$ cat config.mk
export PLATFORM = sky130hd
export DESIGN_NAME = manhattan_pattern_detector
export DESIGN_NICKNAME = d
export VERILOG_FILES = /design/src/rtl/manhattan_pattern_detector.sv
export SDC_FILE = /design/constraint.sdc
export NUM_CORES = 1
export LEC_CHECK = 0
export BUFFER_PORTS_ARGS = -buffer_cell sky130_fd_sc_hd__buf_2
export CAP_MARGIN = 20
export CORE_MARGIN = 3
export CORE_UTILIZATION = 61
export CTS_CLUSTER_DIAMETER = 120
export DETAILED_ROUTE_END_ITERATION = 10
export PLACE_DENSITY = 0.8
export SLEW_MARGIN = 40
export SYNTH_ARGS = -nofsm -noshare
export SYNTH_HDL_FRONTEND = slang
export SYNTH_SLANG_ARGS = --single-unit
$ cat constraint.sdc
create_clock -name clock -period 4.3 [get_ports clock]
set_input_delay 0.215 -clock clock [delete_from_list [all_inputs] [get_ports clock]]
set_output_delay 0.215 -clock clock [all_outputs]
set_load 0.01 [all_outputs]
$ cat src/rtl/manhattan_pattern_detector.sv
// manhattan_pattern_detector
//
// Serial pattern detector with a run-time loadable pattern of 2..MAX_LEN
// bits, selectable overlapping / non-overlapping detection and a saturating
// match counter.
//
// Ports
//   clock        : single clock, rising edge
//   reset        : asynchronous, active-high reset
//   sequence_in  : serial data bit, sampled only when in_valid=1
//   in_valid     : qualifies sequence_in
//   cfg_load     : one-cycle strobe loading cfg_pattern / cfg_len
//   cfg_pattern  : pattern, bit [cfg_len-1] is the first bit received
//   cfg_len      : pattern length in bits
//   overlap      : 1 = overlapping detection, 0 = non-overlapping
//   count_clr    : synchronous clear of match_count
//   detector_out : registered one-cycle match pulse
//   match_count  : saturating match count
//   armed        : a valid configuration is loaded
//   cfg_err      : one-cycle pulse when a cfg_load is rejected
//
// State  | meaning
// UNCFG  | no valid pattern loaded, valid bits ignored
// FILL   | configured, fewer than len bits collected since load/match
// RUN    | configured, at least len bits collected

module manhattan_pattern_detector #(
    parameter int MAX_LEN = 8,
    parameter int CNT_W   = 8
) (
    input  logic               clock,
    input  logic               reset,
    input  logic               sequence_in,
    input  logic               in_valid,
    input  logic               cfg_load,
    input  logic [MAX_LEN-1:0] cfg_pattern,
    input  logic [4:0]         cfg_len,
    input  logic               overlap,
    input  logic               count_clr,
    output logic               detector_out,
    output logic [CNT_W-1:0]   match_count,
    output logic               armed,
    output logic               cfg_err
);

    typedef enum logic [1:0] {
        UNCFG = 2'b00,
        FILL  = 2'b01,
        RUN   = 2'b10
    } state_t;

    localparam logic [4:0] LEN_MAX = 5'(MAX_LEN);

    state_t             state_q,   state_d;
    logic [MAX_LEN-1:0] pattern_q, pattern_d;
    logic [4:0]         len_q,     len_d;
    logic [MAX_LEN-1:0] hist_q,    hist_d;
    logic [4:0]         fill_q,    fill_d;
    logic [CNT_W-1:0]   cnt_q,     cnt_d;
    logic               det_q,     det_d;
    logic               err_q,     err_d;
    logic               armed_q,   armed_d;

    logic               cfg_ok;
    logic               cfg_accept;
    logic               match;
    logic               hit;
    logic [MAX_LEN-1:0] hist_shift;
    logic [MAX_LEN-1:0] len_mask;
    logic [4:0]         fill_inc;

    always_comb begin
        state_d    = state_q;
        pattern_d  = pattern_q;
        len_d      = len_q;
        hist_d     = hist_q;
        fill_d     = fill_q;
        cnt_d      = cnt_q;
        err_d      = 1'b0;
        match      = 1'b0;

        cfg_ok     = (cfg_len >= 5'd2) && (cfg_len <= LEN_MAX);
        cfg_accept = cfg_load && cfg_ok;

        len_mask = '0;
        for (int i = 0; i < MAX_LEN; i++) begin
            len_mask[i] = (i < int'(len_q));
        end

        hist_shift = {hist_q[MAX_LEN-2:0], sequence_in};
        fill_inc   = (fill_q >= len_q) ? len_q : fill_q + 5'd1;
        hit        = ((hist_shift ^ pattern_q) & len_mask) == '0;

        case (state_q)
            UNCFG: begin
                state_d = UNCFG;
            end
            FILL, RUN: begin
                // An accepted load in the same cycle wins and drops the bit.
                if (in_valid && !cfg_accept) begin
                    hist_d = hist_shift;
                    fill_d = fill_inc;
                    if (fill_inc == len_q && hit) begin
                        match = 1'b1;
                        if (overlap) begin
                            state_d = RUN;
                        end else begin
                            // Restart collection so bits of this match are not reused.
                            fill_d  = 5'd0;
                            state_d = FILL;
                        end
                    end else begin
                        state_d = (fill_inc == len_q) ? RUN : FILL;
                    end
                end
            end
            default: begin
                state_d = UNCFG;
            end
        endcase

        if (cfg_load) begin
            if (cfg_ok) begin
                pattern_d = cfg_pattern;
                len_d     = cfg_len;
                hist_d    = '0;
                fill_d    = 5'd0;
                state_d   = FILL;
            end else begin
                err_d = 1'b1;
            end
        end

        if (count_clr) begin
            cnt_d = match ? CNT_W'(1) : '0;
        end else if (match && !(&cnt_q)) begin
            cnt_d = cnt_q + CNT_W'(1);
        end

        det_d   = match;
        armed_d = (state_d != UNCFG);
    end

    always_ff @(posedge clock or posedge reset) begin
        if (reset) begin
            state_q   <= UNCFG;
            pattern_q <= '0;
            len_q     <= '0;
            hist_q    <= '0;
            fill_q    <= '0;
            cnt_q     <= '0;
            det_q     <= 1'b0;
            err_q     <= 1'b0;
            armed_q   <= 1'b0;
        end else begin
            state_q   <= state_d;
            pattern_q <= pattern_d;
            len_q     <= len_d;
            hist_q    <= hist_d;
            fill_q    <= fill_d;
            cnt_q     <= cnt_d;
            det_q     <= det_d;
            err_q     <= err_d;
            armed_q   <= armed_d;
        end
    end

    assign detector_out = det_q;
    assign match_count  = cnt_q;
    assign armed        = armed_q;
    assign cfg_err      = err_q;

endmodule

# Word-level counts from Yosys, hierarchy flattened
# Cells that the tools add are included.
# word_totals
regBits	39
wordCells	66
output_inout_bits	11
inputBits	20
# op_classes
bitwise_logic	2
reduce_logical	13
n_addsub	2
order_cmp	11
eq_ne	3
mux	26
# ops
op	count
$mux W8	6
$mux W5	7
$lt A3 B5 Y1 const A	4
$mux W2	7
$lt A1 B5 Y1 const A	2
$lt A2 B5 Y1 const A	2
$add A8 B1 Y8 const B	1
$and A8 B8 Y8	1
$logic_not A8 Y1	1
$reduce_and A8 Y1	1
$xor A8 B8 Y8	1
$mux W1	6
$add A5 B1 Y5 const B	1
$eq A5 B5 Y1	1
$ge A5 B2 Y1 const B	1
$ge A5 B5 Y1	1
$le A5 B4 Y1 const B	1
$logic_and A1 B1 Y1	5
$reduce_bool A2 Y1	2
$eq A2 B1 Y1 const B	1
$eq A2 B2 Y1 const B	1
$logic_not A1 Y1	2
$reduce_and A2 Y1	1
$reduce_or A2 Y1	1

# Depth between registers and ports, before layout
# depth
ltp_word	10
ltp_mapped	8
depth_no_buf	8

# Worst setup path before layout
# No wires, ideal clock.
# synth_timing
path_type	reg2reg
startpoint	register fill_q[0]
endpoint	register cnt_q[4] (netlist: match_count[4])
path_slack_ns	1.908
n_path_buf	0
period_less_slack_ns	2.392
setup_ns	0.127
arrival_time_ns	2.264
required_time_ns	4.173
stages_incl_launch_ff	8
path_cell_list	dfrtp_1 ha_1 and3_2 xnor3_1 nor4_4 nor2_2 or4_1 mux2_1
# synth_via
elab_chain_cells	9
word_cells_on_any_way	10
cone_classes	add/sub (1); order compare (1); eq/ne (1); mux (4); reduce/logical (3)
# synth_lines
element	line	source
start: declaration	58	logic [4:0] fill_q, fill_d;
start signal: assignment	160	fill_q <= fill_d;
$add A5 B1 Y5 / $ge A5 B5 Y1 (equally long branches)	91	fill_inc = (fill_q >= len_q) ? len_q : fill_q + 5'd1;
$mux W5 *	91	
$eq A5 B5 Y1 *	103	if (fill_inc == len_q && hit) begin
$logic_and A1 B1 Y1 *	103	
$mux W1 *	103	
$mux W1 *	100	if (in_valid && !cfg_accept) begin
$mux W1 *	94	case (state_q)
$logic_and A1 B1 Y1 *	136	end else if (match && !(&cnt_q)) begin
$reduce_bool A2 Y1 (no line) *	--	
end signal: assignment	161	cnt_q <= cnt_d;
end: declaration	59	logic [CNT_W-1:0] cnt_q, cnt_d;
# Every way passes the cells marked *; elsewhere a longest branch is shown, timed or not.
# A chain may end at the register's enable or synchronous reset.

# Final worst setup path
# Same ends and word-level chain as after synthesis.

==> flow_summary.json <==
{
  "critical_path.top_delay_family": "simple AND/OR/NAND/NOR gates",
  "slowest_delay_ns": 0.50,
  "synth_top_flop_cell": "dfrtp_1",
  "dpl.cell_count": 315,
  "path_max_fanout": 10,
  "rsz0062_at_grt": "no",
  "p_leak_nw": 1.165,
  "clk_pin_slew_ns": 0.13,
  "drv_slew": 0,
  "powerDensity_nw_per_um2": 566.6,
  "num_io_pins": 31,
  "cp_cell_sequence": "ha_1 > and3_2 > xnor3_1 > nor4_4 > nor2_2 > or4_1 > mux2_1",
  "outcome": "finished clean",
  "start_util_pct": 64.34,
  "fin_setup_tns_ns": 0,
  "dr.pass1.iters": 4,
  "synth.yosys.seq_area_share_pct": 43.60,
  "synth-seq-cells": 38,
  "avgSynthCellArea_sq_um": 8.938,
  "synth_area_sq_um": 2181,
  "tightest_slew_ns": 0.7438,
  "io_buffers": 30,
  "final_area_sq_um": 2505,
  "yosysTopAreaCell": "dfrtp_1",
  "wl_mm": 4.637,
  "synth-edff-count": 0,
  "cp_data_required_time_ns": 4.53,
  "layout-drive-gt1-share_pct": 19.42,
  "synth_nets": 271,
  "setup.worst_path.class": "flop to flop",
  "postSynth.asyncResetShare_pct": 100.0,
  "ir_drop_uv": 472.2,
  "dp.final_hpwl_mm": 3.453,
  "crit_path_end_kind": "flop",
  "cp_slowest_cell": "or4_1",
  "synth.most_common_cell": "nand2_1",
  "grt_pass1_vias": 1683,
  "rows": 21,
  "grt_first_pass_wirelength_mm": 7.776,
  "seq_area_sq_um": 950.9,
  "overflow": 0,
  "syn_inst": 244,
  "max-slew-margin-rel_pct": 50.29,
  "antennaDiodeCount": 0,
  "cts_tree": "built",
  "wl_per_cell_um": 14.31,
  "nets": 304,
  "fin_crit_sh_pct": 59.90,
  "drtIter0Drc": 135,
  "die_area_sq_um": 4328,
  "ys_top_cells_by_count": "nand2_1 (52), dfrtp_1 (38), nor2_1 (15)",
  "area_growth_pct": 14.86,
  "min_period_ns": 2.576,
  "grt_max_degree": 39,
  "ant_nets": 0,
  "post-cts-setup-buffer-count": 0,
  "root_buffer": "clkbuf_4",
  "critical_path_buf_inv_count": 0,
  "hold_class": "input pin to flop",
  "via_per_inst": 5.636,
  "start_kind": "flop",
  "cts.sinks": 38,
  "cp.arrival_ns": 2.81,
  "die_w_um": 65.79,
  "skew_ns": 0.01189,
  "setup_viol": 0,
  "dpl_cell_area_sq_um": 2384,
  "die_h_um": 65.79,
  "netlist.area_leader.share_pct": 43.60,
  "hold_viol_final": 0,
  "core_area_sq_um": 3390,
  "place.gp.congestion": 0.8434,
  "fmax_ghz": 0.3882,
  "htreeDepth": 2,
  "grt_usage_pct": 23.35,
  "drc": 0,
  "insertion_delay_ns": 0.35,
  "fillers": 248,
  "cts_buffers": 5,
  "antenna_found_initial": 0,
  "final_cells": 324,
  "synth_area_leaders": "dfrtp_1 (44%), nand2_1 (9.0%), xnor2_1 (5.2%)",
  "ys_types": 46,
  "multi_input_area_sq_um": 1169,
  "ys_warn_count": 0,
  "cts_buffer_depth": 2,
  "cap_violations": 0,
  "vias": 1826
}
## final timing paths
check,cells after the start,endpoint,slack [ns],startpoint
worst max-delay path,7,match_count[4]$_DFFE_PP0P_,1.72,fill_q[0]$_DFF_PP0_
min in group asynchronous,4,hist_q[5]$_DFF_PP0_,0.50,reset
max in group asynchronous,4,len_q[4]$_DFFE_PP0P_,3.46,reset
worst min register to register,2,pattern_q[1]$_DFFE_PP0P_,0.52,pattern_q[1]$_DFFE_PP0P_
worst max register to register,7,match_count[4]$_DFFE_PP0P_,1.72,fill_q[0]$_DFF_PP0_
worst min-delay path,3,pattern_q[7]$_DFFE_PP0P_,0.04,cfg_pattern[7]
## cell type report
| cell class | instances | area share [%] |
|---|---|---|
| clock buffer | 6 | 2.048 |
| sequential | 38 | 37.96 |
| inverter | 11 | 1.648 |
| clock inverter | 2 | 2.398 |
| timing repair buffer | 33 | 6.993 |
| multi-input combinational | 188 | 46.65 |
| tap | 46 | 2.298 |
## worst register-to-register path, stage by stage (launching register included)
cell	delay [ns]
dfrtp_1	0.47
ha_1	0.25
and3_2	0.23
xnor3_1	0.22
nor4_4	0.33
nor2_2	0.15
or4_1	0.50
mux2_1	0.32
## cells by family after synthesis
kind of cell / count (synthesis) / synth area share, %
AO/OA/AOI/OAI: 43 / 12.74
XOR/XNOR: 18 / 7.860
flip-flops: 38 / 43.60
AND/OR/NAND/NOR: 112 / 24.67
buffers and inverters: 18 / 3.155
multiplexers: 8 / 3.959
adder cells (fa/ha/maj): 7 / 4.016
## registers in the layout, indices dropped and copies added (netlist names)
| name | count |
|---|---|
| armed | 1 |
| cfg_err | 1 |
| detector_out | 1 |
| fill_q | 5 |
| hist_q | 7 |
| len_q | 5 |
| match_count | 8 |
| pattern_q | 8 |
| state_q | 2 |
## report_power, final
| part | switching [W] | internal, W | leakage [nW] |
|---|---|---|---|
| clock | 0.000122 | 0.000197 | 0.0585 |
| sequential | 0.0000827 | 0.000436 | 0.499 |
| combinational | 0.000347 | 0.000235 | 0.608 |
| total | 0.000552 | 0.000868 | 1.17 |
## metrics by stage
stage               setup slack (ns)  hold WS, ns  total power, W  utilization [%]
finish                         1.724      0.04096        0.001419            73.90
global route                   1.609      0.05935        0.001524            73.90
CTS                            1.706      0.04459        0.001425            73.90
detailed placement             1.733       0.3545        0.001105            70.32
global placement               1.794       0.3445        0.001085            70.25
floorplan                      1.908       0.3204       0.0009694                -
## cells in the final DEF, fill, tap and decap left out, types with 4 or more instances in the layout
cell and n:
nand3_1 12, ha_1 7, xor2_1 4, buf_2 30, o31ai_1 4, xnor2_1 13
mux2_2 4, clkbuf_4 5, nor2_1 14, inv_1 10, nand2b_1 5, nand2_1 52
nor3_1 5, dfrtp_1 38, nor2b_1 5, a21oi_1 9, o21ai_0 11
## per-layer routing
layer	global-route usage, %	vias to the layer above	wire [um]	share of wire, %
met5	0	-	0	0
met4	8.031	0	63	1.4
met3	3.571	8	226	4.9
met2	35.67	52	2133	46
met1	33.74	850	2214	48
li1	-	916	-	-
## repair_timing
action	4_1_cts	5_1_grt
endpoints found under the hold margin	38	0
resized for setup	0	0
hold buffers	1	0
Note: power is estimated with default switching activity, not from simulation.
